## config.mk

```make
export PLATFORM = sky130hd
export DESIGN_NAME = alu_cmd_issuer_flat
export DESIGN_NICKNAME = d
export VERILOG_FILES = /design/src/rtl/alu_pkg.sv /design/src/rtl/alu_cmd_issuer_if.sv /design/src/rtl/alu_settle_cnt.sv /design/src/rtl/alu_cmd_issuer.sv /design/src/flat_wrapper.sv
export SDC_FILE = /design/constraint.sdc
export NUM_CORES = 1
export LEC_CHECK = 0
export ABC_AREA = 1
export BUFFER_PORTS_ARGS = -buffer_cell sky130_fd_sc_hd__buf_2
export CAP_MARGIN = 0
export CELL_PAD_IN_SITES_DETAIL_PLACEMENT = 0
export CELL_PAD_IN_SITES_GLOBAL_PLACEMENT = 1
export CORE_ASPECT_RATIO = 0.7
export CORE_MARGIN = 2
export CORE_UTILIZATION = 33
export CTS_CLUSTER_DIAMETER = 200
export DETAILED_ROUTE_END_ITERATION = 8
export PLACE_DENSITY_LB_ADDON = 0.08
export SYNTH_ARGS = -nofsm -noshare
export SYNTH_HDL_FRONTEND = slang
export SYNTH_SLANG_ARGS = --single-unit
```

## constraint.sdc

```tcl
create_clock -name clk -period 3.4 [get_ports clk]
set_input_delay 0.68 -clock clk [delete_from_list [all_inputs] [get_ports clk]]
set_output_delay 0.68 -clock clk [all_outputs]
set_load 0.03 [all_outputs]
```

## src/rtl/alu_pkg.sv

```systemverilog
`default_nettype none
// ============================================================================
// Package     : alu_pkg
// Description : Shared ALU opcodes, result-flag bit positions and the command
//               issuer FSM state type.
// Revision    : 1.0 - initial release
// ============================================================================
package alu_pkg;

    // ALU opcodes understood by the team ALU
    localparam logic [3:0] c_OP_AND  = 4'b0000;
    localparam logic [3:0] c_OP_OR   = 4'b0001;
    localparam logic [3:0] c_OP_NOT  = 4'b0010;
    localparam logic [3:0] c_OP_NOR  = 4'b0011;
    localparam logic [3:0] c_OP_XOR  = 4'b0100;
    localparam logic [3:0] c_OP_NAND = 4'b0101;
    localparam logic [3:0] c_OP_ADD  = 4'b0110;
    localparam logic [3:0] c_OP_SUB  = 4'b0111;

    // Bit positions inside the 4-bit flag word {cout, neg, zero, ovf}
    localparam int c_FLAG_COUT = 3;
    localparam int c_FLAG_NEG  = 2;
    localparam int c_FLAG_ZERO = 1;
    localparam int c_FLAG_OVF  = 0;

    // Command issuer FSM states
    typedef enum logic [1:0] {
        ST_IDLE  = 2'd0,
        ST_DRIVE = 2'd1,
        ST_RESP  = 2'd2
    } alu_state_t;

    // Assemble the flag word from the individual ALU flag outputs
    function automatic logic [3:0] pack_flags(input logic cout, input logic neg,
                                              input logic zero, input logic ovf);
        logic [3:0] f;
        f              = 4'b0000;
        f[c_FLAG_COUT] = cout;
        f[c_FLAG_NEG]  = neg;
        f[c_FLAG_ZERO] = zero;
        f[c_FLAG_OVF]  = ovf;
        return f;
    endfunction

endpackage
`default_nettype wire

```

## src/rtl/alu_cmd_issuer_if.sv

```systemverilog
`default_nettype none
// ============================================================================
// Interface   : alu_cmd_issuer_if
// Description : Command, ALU-drive and response signals of the command issuer.
//               master = the issuer, slave = the command source / ALU / sink.
// Revision    : 1.0 - initial release
// ============================================================================
interface alu_cmd_issuer_if #(
    parameter int WIDTH = 32
);
    // Command channel
    logic             cmd_valid;
    logic             cmd_ready;
    logic [3:0]       cmd_sel;
    logic [WIDTH-1:0] cmd_a;
    logic [WIDTH-1:0] cmd_b;
    logic             cmd_cin;
    logic             cmd_use_acc;

    // External ALU port
    logic [WIDTH-1:0] alu_a;
    logic [WIDTH-1:0] alu_b;
    logic [3:0]       alu_sel;
    logic             alu_cin;
    logic [WIDTH-1:0] alu_y;
    logic             alu_cout;
    logic             alu_neg;
    logic             alu_zero;
    logic             alu_ovf;

    // Response channel and status
    logic             rsp_valid;
    logic             rsp_ready;
    logic [WIDTH-1:0] rsp_y;
    logic [3:0]       rsp_flags;
    logic [WIDTH-1:0] acc;
    logic             busy;

    modport master (
        input  cmd_valid, cmd_sel, cmd_a, cmd_b, cmd_cin, cmd_use_acc,
        output cmd_ready,
        output alu_a, alu_b, alu_sel, alu_cin,
        input  alu_y, alu_cout, alu_neg, alu_zero, alu_ovf,
        output rsp_valid, rsp_y, rsp_flags, acc, busy,
        input  rsp_ready
    );

    modport slave (
        output cmd_valid, cmd_sel, cmd_a, cmd_b, cmd_cin, cmd_use_acc,
        input  cmd_ready,
        input  alu_a, alu_b, alu_sel, alu_cin,
        output alu_y, alu_cout, alu_neg, alu_zero, alu_ovf,
        input  rsp_valid, rsp_y, rsp_flags, acc, busy,
        output rsp_ready
    );
endinterface
`default_nettype wire

```

## src/rtl/alu_settle_cnt.sv

```systemverilog
`default_nettype none
// ============================================================================
// Module      : alu_settle_cnt
// Description : 4-bit load/decrement counter with zero flag; times how long
//               operands sit on the ALU port before the result is sampled.
// Revision    : 1.0 - initial release
// ============================================================================
module alu_settle_cnt (
    input  wire logic       clk,
    input  wire logic       rst_n,
    input  wire logic       i_load,
    input  wire logic [3:0] i_load_val,
    input  wire logic       i_dec,
    output logic            o_zero
);

    logic [3:0] r_cnt;

    // Load has priority; decrement stops at zero so the counter never wraps
    always_ff @(posedge clk) begin
        if (!rst_n) begin
            r_cnt <= 4'd0;
        end else if (i_load) begin
            r_cnt <= i_load_val;
        end else if (i_dec && (r_cnt != 4'd0)) begin
            r_cnt <= r_cnt - 4'd1;
        end
    end

    assign o_zero = (r_cnt == 4'd0);

endmodule
`default_nettype wire

```

## src/rtl/alu_cmd_issuer.sv

```systemverilog
`default_nettype none
// ============================================================================
// Module      : alu_cmd_issuer
// Description : Accepts one ALU command at a time, holds the operands on an
//               external ALU for SETTLE_CYCLES cycles, captures the result
//               and flags, and presents them on a valid/ready response port.
// Revision    : 1.0 - initial release
// ============================================================================
module alu_cmd_issuer
    import alu_pkg::*;
#(
    parameter int WIDTH         = 32,
    parameter int SETTLE_CYCLES = 1
) (
    input  wire logic          clk,
    input  wire logic          rst_n,
    alu_cmd_issuer_if.master   bus
);

    localparam logic [3:0] c_SETTLE_LOAD = 4'(SETTLE_CYCLES - 1);

    generate
        if ((SETTLE_CYCLES < 1) || (SETTLE_CYCLES > 15)) begin : g_bad_settle
            $error("alu_cmd_issuer: SETTLE_CYCLES must be within 1..15");
        end
    endgenerate

    alu_state_t       r_state;
    logic             r_cmd_ready;
    logic             r_busy;
    logic             r_rsp_valid;
    logic [WIDTH-1:0] r_alu_a;
    logic [WIDTH-1:0] r_alu_b;
    logic [3:0]       r_alu_sel;
    logic             r_alu_cin;
    logic [WIDTH-1:0] r_rsp_y;
    logic [3:0]       r_rsp_flags;
    logic [WIDTH-1:0] r_acc;

    logic             w_accept;
    logic             w_cnt_dec;
    logic             w_cnt_zero;

    // Ready is only ever asserted in IDLE, so valid alone completes the handshake there
    assign w_accept  = (r_state == ST_IDLE) && bus.cmd_valid;
    assign w_cnt_dec = (r_state == ST_DRIVE) && !w_cnt_zero;

    alu_settle_cnt u_settle_cnt (
        .clk        (clk),
        .rst_n      (rst_n),
        .i_load     (w_accept),
        .i_load_val (c_SETTLE_LOAD),
        .i_dec      (w_cnt_dec),
        .o_zero     (w_cnt_zero)
    );

    // Issue FSM: latch command onto the ALU, wait for settle, capture, hand off response
    always_ff @(posedge clk) begin
        if (!rst_n) begin
            r_state     <= ST_IDLE;
            r_cmd_ready <= 1'b1;
            r_busy      <= 1'b0;
            r_rsp_valid <= 1'b0;
            r_alu_a     <= '0;
            r_alu_b     <= '0;
            r_alu_sel   <= 4'd0;
            r_alu_cin   <= 1'b0;
            r_rsp_y     <= '0;
            r_rsp_flags <= 4'd0;
            r_acc       <= '0;
        end else begin
            case (r_state)
                ST_IDLE: begin
                    if (w_accept) begin
                        // Opcode is forwarded as-is, including codes the ALU does not define
                        r_alu_a     <= bus.cmd_use_acc ? r_acc : bus.cmd_a;
                        r_alu_b     <= bus.cmd_b;
                        r_alu_sel   <= bus.cmd_sel;
                        r_alu_cin   <= bus.cmd_cin;
                        r_state     <= ST_DRIVE;
                        r_cmd_ready <= 1'b0;
                        r_busy      <= 1'b1;
                    end
                end
                ST_DRIVE: begin
                    if (w_cnt_zero) begin
                        r_rsp_y     <= bus.alu_y;
                        r_rsp_flags <= pack_flags(bus.alu_cout, bus.alu_neg,
                                                  bus.alu_zero, bus.alu_ovf);
                        r_acc       <= bus.alu_y;
                        r_rsp_valid <= 1'b1;
                        r_state     <= ST_RESP;
                    end
                end
                ST_RESP: begin
                    if (bus.rsp_ready) begin
                        r_rsp_valid <= 1'b0;
                        r_busy      <= 1'b0;
                        r_cmd_ready <= 1'b1;
                        r_state     <= ST_IDLE;
                    end
                end
                default: begin
                    r_rsp_valid <= 1'b0;
                    r_busy      <= 1'b0;
                    r_cmd_ready <= 1'b1;
                    r_state     <= ST_IDLE;
                end
            endcase
        end
    end

    assign bus.cmd_ready = r_cmd_ready;
    assign bus.busy      = r_busy;
    assign bus.rsp_valid = r_rsp_valid;
    assign bus.rsp_y     = r_rsp_y;
    assign bus.rsp_flags = r_rsp_flags;
    assign bus.acc       = r_acc;
    assign bus.alu_a     = r_alu_a;
    assign bus.alu_b     = r_alu_b;
    assign bus.alu_sel   = r_alu_sel;
    assign bus.alu_cin   = r_alu_cin;

endmodule
`default_nettype wire

```

## src/flat_wrapper.sv

```systemverilog
// flat-port wrapper written by rule: the top's interface ports become plain ports
module alu_cmd_issuer_flat import alu_pkg::*;
#(
    parameter int WIDTH         = 32,
    parameter int SETTLE_CYCLES = 1
)
  (clk, rst_n, bus_cmd_valid, bus_cmd_sel, bus_cmd_a, bus_cmd_b, bus_cmd_cin, bus_cmd_use_acc, bus_cmd_ready, bus_alu_a, bus_alu_b, bus_alu_sel, bus_alu_cin, bus_alu_y, bus_alu_cout, bus_alu_neg, bus_alu_zero, bus_alu_ovf, bus_rsp_valid, bus_rsp_y, bus_rsp_flags, bus_acc, bus_busy, bus_rsp_ready);
  alu_cmd_issuer_if #(.WIDTH(WIDTH)) bus_i ();
  input  wire logic clk;
  input  wire logic rst_n;
  input wire logic [$bits(bus_i.cmd_valid)-1:0] bus_cmd_valid;
  input wire logic [$bits(bus_i.cmd_sel)-1:0] bus_cmd_sel;
  input wire logic [$bits(bus_i.cmd_a)-1:0] bus_cmd_a;
  input wire logic [$bits(bus_i.cmd_b)-1:0] bus_cmd_b;
  input wire logic [$bits(bus_i.cmd_cin)-1:0] bus_cmd_cin;
  input wire logic [$bits(bus_i.cmd_use_acc)-1:0] bus_cmd_use_acc;
  output wire logic [$bits(bus_i.cmd_ready)-1:0] bus_cmd_ready;
  output wire logic [$bits(bus_i.alu_a)-1:0] bus_alu_a;
  output wire logic [$bits(bus_i.alu_b)-1:0] bus_alu_b;
  output wire logic [$bits(bus_i.alu_sel)-1:0] bus_alu_sel;
  output wire logic [$bits(bus_i.alu_cin)-1:0] bus_alu_cin;
  input wire logic [$bits(bus_i.alu_y)-1:0] bus_alu_y;
  input wire logic [$bits(bus_i.alu_cout)-1:0] bus_alu_cout;
  input wire logic [$bits(bus_i.alu_neg)-1:0] bus_alu_neg;
  input wire logic [$bits(bus_i.alu_zero)-1:0] bus_alu_zero;
  input wire logic [$bits(bus_i.alu_ovf)-1:0] bus_alu_ovf;
  output wire logic [$bits(bus_i.rsp_valid)-1:0] bus_rsp_valid;
  output wire logic [$bits(bus_i.rsp_y)-1:0] bus_rsp_y;
  output wire logic [$bits(bus_i.rsp_flags)-1:0] bus_rsp_flags;
  output wire logic [$bits(bus_i.acc)-1:0] bus_acc;
  output wire logic [$bits(bus_i.busy)-1:0] bus_busy;
  input wire logic [$bits(bus_i.rsp_ready)-1:0] bus_rsp_ready;
  assign bus_i.cmd_valid = bus_cmd_valid;
  assign bus_i.cmd_sel = bus_cmd_sel;
  assign bus_i.cmd_a = bus_cmd_a;
  assign bus_i.cmd_b = bus_cmd_b;
  assign bus_i.cmd_cin = bus_cmd_cin;
  assign bus_i.cmd_use_acc = bus_cmd_use_acc;
  assign bus_cmd_ready = bus_i.cmd_ready;
  assign bus_alu_a = bus_i.alu_a;
  assign bus_alu_b = bus_i.alu_b;
  assign bus_alu_sel = bus_i.alu_sel;
  assign bus_alu_cin = bus_i.alu_cin;
  assign bus_i.alu_y = bus_alu_y;
  assign bus_i.alu_cout = bus_alu_cout;
  assign bus_i.alu_neg = bus_alu_neg;
  assign bus_i.alu_zero = bus_alu_zero;
  assign bus_i.alu_ovf = bus_alu_ovf;
  assign bus_rsp_valid = bus_i.rsp_valid;
  assign bus_rsp_y = bus_i.rsp_y;
  assign bus_rsp_flags = bus_i.rsp_flags;
  assign bus_acc = bus_i.acc;
  assign bus_busy = bus_i.busy;
  assign bus_i.rsp_ready = bus_rsp_ready;
  alu_cmd_issuer #(.WIDTH(WIDTH), .SETTLE_CYCLES(SETTLE_CYCLES)) u_core (.clk(clk), .rst_n(rst_n), .bus(bus_i));
endmodule
```

* After elaboration in Yosys (flattened, before gate mapping) *
Cells that the tools add are included.

cells by class
  reductions and logical operators = 13
  bitwise gates (word level) = 3
  add/sub/neg operators = 1
  equality and inequality tests = 5
  muxes and demuxes = 13

operators with widths
  kind                 count
  $mux 32              1
  $pmux 1 s3           3
  $reduce_and 3->1     3
  $mux 2               3
  $pmux 2 s3           1
  $mux 1               5
  $logic_not 4->1      1
  $ne 2x2->1 const B   2
  $reduce_and 2->1     2
  $reduce_bool 4->1    1
  $sub 4x1->4 const B  1
  $logic_and 1x1->1    3
  $not 1->1            3
  $eq 2x1->1 const B   1
  $eq 2x2->1 const B   1
  $logic_not 2->1      1
  $ne 2x1->1 const B   1
  $reduce_or 2->1      1
  $logic_not 1->1      1

word-level totals
  flip-flop bits (word level) = 114
  output and inout port bits = 140
  input port bits = 110

* Longest topological paths before layout *
  depth in word-level cells = 4
  gate-level depth with buffers = 8
  mapped depth without buffers = 7

* Cells and area by module *
Synthesis repeated with hierarchy kept, for this count alone.

second synthesis, totals
  cell total of the unflattened synthesis = 657
  area, all modules = 4832.1 um^2

modules (own cells, without submodules)
  module          instances  cells an instance  sequential area each (um^2)  area an instance (um^2)
  alu_cmd_issuer  1          616                2202.1                       4558.1
  alu_settle_cnt  1          41                 80.1                         274.0

* Worst setup path after synthesis *
Ideal clock, no wire load.

  path type = input to register
  from = input bus_cmd_valid
  to = register u_core.r_alu_a[31] (netlist: u_core.bus.alu_a[31])
  buffers on the path = 1
  data required time = 3.284 ns
  cell stages on the path = 6
  slack = 1.898 ns
  arrival time = 1.386 ns
  cell sequence = inv_1 -> nor3_4 -> inv_2 -> buf_4 -> nor2_1 -> nor2_1

on the way
  longest elaborated chain between the ends = 2

RTL lines
  element                     RTL line              text
  from (decl)                 flat_wrapper.sv:11    input wire logic [$bits(bus_i.cmd_valid)-1:0] bus_cmd_valid;
  $logic_and 1x1->1           alu_cmd_issuer.sv:45  assign w_accept = (r_state == ST_IDLE) && bus.cmd_valid;
  $reduce_and 2->1 (no line)  --
  to (signal assigned)        alu_cmd_issuer.sv:76  r_alu_a <= bus.cmd_use_acc ? r_acc : bus.cmd_a;
  to (decl)                   alu_cmd_issuer.sv:32  logic [WIDTH-1:0] r_alu_a;

Every way passes these cells.
A chain may end at the register's enable or synchronous reset.

* Worst setup path in the final report *
  from = register u_core.u_settle_cnt.r_cnt[0]
  to = register u_core.r_rsp_y[21] (netlist: u_core.bus.rsp_y[21])

on the way
  longest elaborated chain between the ends = 2

RTL lines
  element                     RTL line              text
  from (decl)                 alu_settle_cnt.sv:17  logic [3:0] r_cnt;
  from (signal assigned)      alu_settle_cnt.sv:24  r_cnt <= i_load_val;
  from (signal assigned)      alu_settle_cnt.sv:26  r_cnt <= r_cnt - 4'd1;
  $logic_not 4->1             alu_settle_cnt.sv:30  assign o_zero = (r_cnt == 4'd0);
  $reduce_and 2->1 (no line)  --
  to (signal assigned)        alu_cmd_issuer.sv:87  r_rsp_y <= bus.alu_y;
  to (decl)                   alu_cmd_issuer.sv:36  logic [WIDTH-1:0] r_rsp_y;

Every way passes these cells.

==> impl_results.md <==
* Status: finished clean
* Placed cell area at between 5000 and 6000 sq um
* Synth top area cells: dfxtp_1 (48%), nor2_1 (17%), o21ai_0 (13%)
* Tcrit/Tclk final at 0.554
* Core Area at ~14,000 sq um
* Final WS setup at 1.51 ns
* Critical path depth in cells at 6
* Buf/Inv on CP at 2
* Worst Tran Pin Value at 1.02 ns
* Finished Core Util at 0.455
* Starting DRT DRC Count at 198
* Cts hold-fix bufs at 0
* Internal at 2770 uW
* CP max stage cell: inv_4
* Initial DRT Pass Iterations at 4
* Overall Global Routing Usage at 0.188
* Most frequent cells in the layout: buf_2 (249), nor2_1 (214), o21ai_0 (119), dfxtp_1 (114), nand2_1 (46)
* Startpoint types: register
* Most numerous cell on the critical path: nor2_1
* CP Cell Sequence: inv_1 -> ha_1 -> nand3_4 -> inv_4 -> nor2_1 -> nor2_1
* DRC viols at 0
* Hold crit path type: register to register
* Max VDD drop at 0.320 mV
* Net Sw Frac at 0.318
* Switching pwr at approximately 1300 uW
* Fmax at 530 MHz
* Warning count from the yosys run at 0
* Final setup skew at about 0.0054 ns
* P&R area growth vs syn at 34.3%
* Yosys top cell area share at 0.482
* Detailed-route wire length per cell at 13.4 microns
* Comb power frac at 0.194
* P per Cell Area at 638 nW/um^2
* Final instance area at about 6400 sq um
* Die extent in x at 147 microns
* Final hold slack at 0.463 ns
* CP top delay family: simple AND/OR/NAND/NOR gates
* Root Buffer: clkbuf_16
* Worst path arrival time at 2.23 ns
* RSZ-0062 raised after global routing: false
* Clock Latency Late Sink at 0.40 ns
* Slew margin rel. at 0.320
* CP peak stage delay at ~0.53 ns
* Worst EP required at 3.74 ns
* Syn avg cell area at roughly 7.3 sq um
* Post-Route WL at 14,100 microns
* DP Wirelength at about 9500 microns
* Gr ovfl total at 0
* R2R depth at 6
* Leakage at 0.00330 uW
* DRT antenna net count at 0
* TNS Setup at 0 ns
* Die Area at 15,300 sq um
* # nets final at 959
* Vias/cell at 4.41
* Pre-CTS WS at 1.35 ns
* CTS tree: yes
* RR Endpoint: u_core.bus.rsp_y[21]$_SDFFE_PN0P_
* Largest net degree at the start of global routing at 71
* Syn Inst Count at 646
* Final Wtd Congestion at 0.734
* Crit-path max FO at 39
* Commonest non-fill, non-tap cell in the layout: buf_2
* Setup repair bufs after CTS at 0
* WS Path Type: register to register
* Clock Path Buffers at 2
* Die Span Y at 104 microns
* R2r startpoint: u_core.u_settle_cnt.r_cnt[0]$_SDFFE_PP0P_
* Initial antenna violation count at 0
* H-tree depth at 4
* Io pins at 250
* Max-cap violations at 0
* Reg power frac at 0.376
* Layout cells sized above 1 at 0.340
* Hold Violations, Final at 0
* Number of setup violations in the final report at 0
* Cts repair resizes at 0
* Clock power share at 0.430
* Fillers at 1,466
* Post-Syn Area at 4730 sq um
* Clock sink total at 114
* Period minus WS final at 1.89 ns
* CP Launch Point: u_core.u_settle_cnt.r_cnt[0]$_SDFFE_PP0P_
* First-pass GRT wire length at 23,100 microns
* Synth unique cells at 21
* CP endpoint: u_core.bus.rsp_y[21]$_SDFFE_PN0P_
* Synth Net Count at 757
* Seq/Total Area, Yosys at 0.482
* Cts bufs inserted at 17
* R2R Setup Slk at 1.51 ns
* Clk pin slew, worst setup/hold paths at 0.06 ns
* Initial Util at 0.339
* IO buf count at 249
* Area leader, netlist: dfxtp_1
* Vias post-DR at 4,640
* #FFs+latches synth at 114
* FP Rows at 36
* Worst Setup End Kind: register
* Vias in the first global route at 4,524
* Slew Viols, Final at 0
## metal layers
layer  vias up  part of all wire  track usage
li1       2416                 -            -
met1      2055              0.45        0.233
met2       154              0.47        0.309
met3        15             0.073       0.0583
met4         0             0.012       0.0632
met5         -                 0            0
## through the flow
stage          std cells  total power, uW
2_1_floorplan        646             2130
6_report            1052             4060
3_3_place_gp        1019             2340
3_5_place_dp        1019             2350
4_1_cts             1051             4110
5_1_grt             1051             4250
## synthesized netlist by cell type
| library cell | n |
|---|---|
| a21boi_0 | 1 |
| nand2_2 | 1 |
| clkbuf_1 | 13 |
| buf_4 | 36 |
| buf_6 | 9 |
| nor3_4 | 1 |
| dfxtp_1 | 114 |
| a21oi_1 | 7 |
| inv_2 | 3 |
| o21ai_0 | 119 |
| o21ai_1 | 21 |
| clkbuf_2 | 7 |
| nand3_4 | 1 |
| inv_4 | 1 |
| nand2_1 | 46 |
| nand3_1 | 4 |
| inv_1 | 40 |
| ha_1 | 1 |
| nor3_1 | 1 |
| nor2_1 | 214 |
| buf_2 | 6 |
## flip-flops by register name, summed over array words and instances (netlist names)
register	count
u_core.bus.rsp_flags	4
u_core.bus.alu_b	32
u_core.bus.busy	1
u_core.bus.rsp_y	32
u_core.r_state	2
u_core.bus.cmd_ready	1
u_core.bus.rsp_valid	1
u_core.u_settle_cnt.r_cnt	4
u_core.bus.alu_cin	1
u_core.bus.alu_sel	4
u_core.bus.alu_a	32
## power by group through the flow
stage | logic (uW) | clock network (uW) | registers [uW]
after floorplan | 359 | 0 | 1770
after global placement | 791 | 0 | 1550
after detailed placement | 795 | 0 | 1550
after CTS | 798 | 1790 | 1530
after global routing | 862 | 1850 | 1540
final | 786 | 1740 | 1520
## tightest hold or removal path, cell delays in order, from the launching register on
cell     delay (ns)
dfxtp_1        0.32
nand2_1        0.05
nand3_1        0.06
## logic make-up (layout without fill, tap and decap cells)
logic type / Yosys count / count (layout) / share of synthesized area
simple gates: 268 / 268 / 0.220
other cells: 0 / 1 / 0
buf+inv: 115 / 330 / 0.138
flops: 114 / 114 / 0.482
compound gates: 148 / 148 / 0.157
fa+ha+maj: 1 / 1 / 0.00264
## how the worst min path moves through the flow
stage,from,endpoint,cells after the start
2_1_floorplan,u_core.u_settle_cnt.r_cnt[0]$_SDFFE_PP0P_,u_core.u_settle_cnt.r_cnt[0]$_SDFFE_PP0P_,2
3_3_place_gp,u_core.bus.cmd_ready$_SDFFE_PN1P_,u_core.bus.cmd_ready$_SDFFE_PN1P_,2
3_5_place_dp,u_core.bus.cmd_ready$_SDFFE_PN1P_,u_core.bus.cmd_ready$_SDFFE_PN1P_,2
4_1_cts,u_core.bus.cmd_ready$_SDFFE_PN1P_,u_core.bus.cmd_ready$_SDFFE_PN1P_,2
5_1_grt,u_core.bus.rsp_valid$_SDFFE_PN0P_,u_core.bus.rsp_valid$_SDFFE_PN0P_,2
6_report,u_core.bus.cmd_ready$_SDFFE_PN1P_,u_core.bus.cmd_ready$_SDFFE_PN1P_,2
## final cells by class
cell class                      instances  area [sq um]  share of cell area
Multi-Input combinational cell        417          1800               0.283
Inverter                               44           168              0.0264
Tap cell                              190           238              0.0374
Timing Repair Buffer                  254          1280               0.202
Sequential cell                       114          2280               0.359
Antenna cell                            1          2.50            0.000394
Clock buffer                           17           425              0.0669
Clock inverter                         15           159              0.0250
Note: power is estimated with default switching activity, not from simulation.
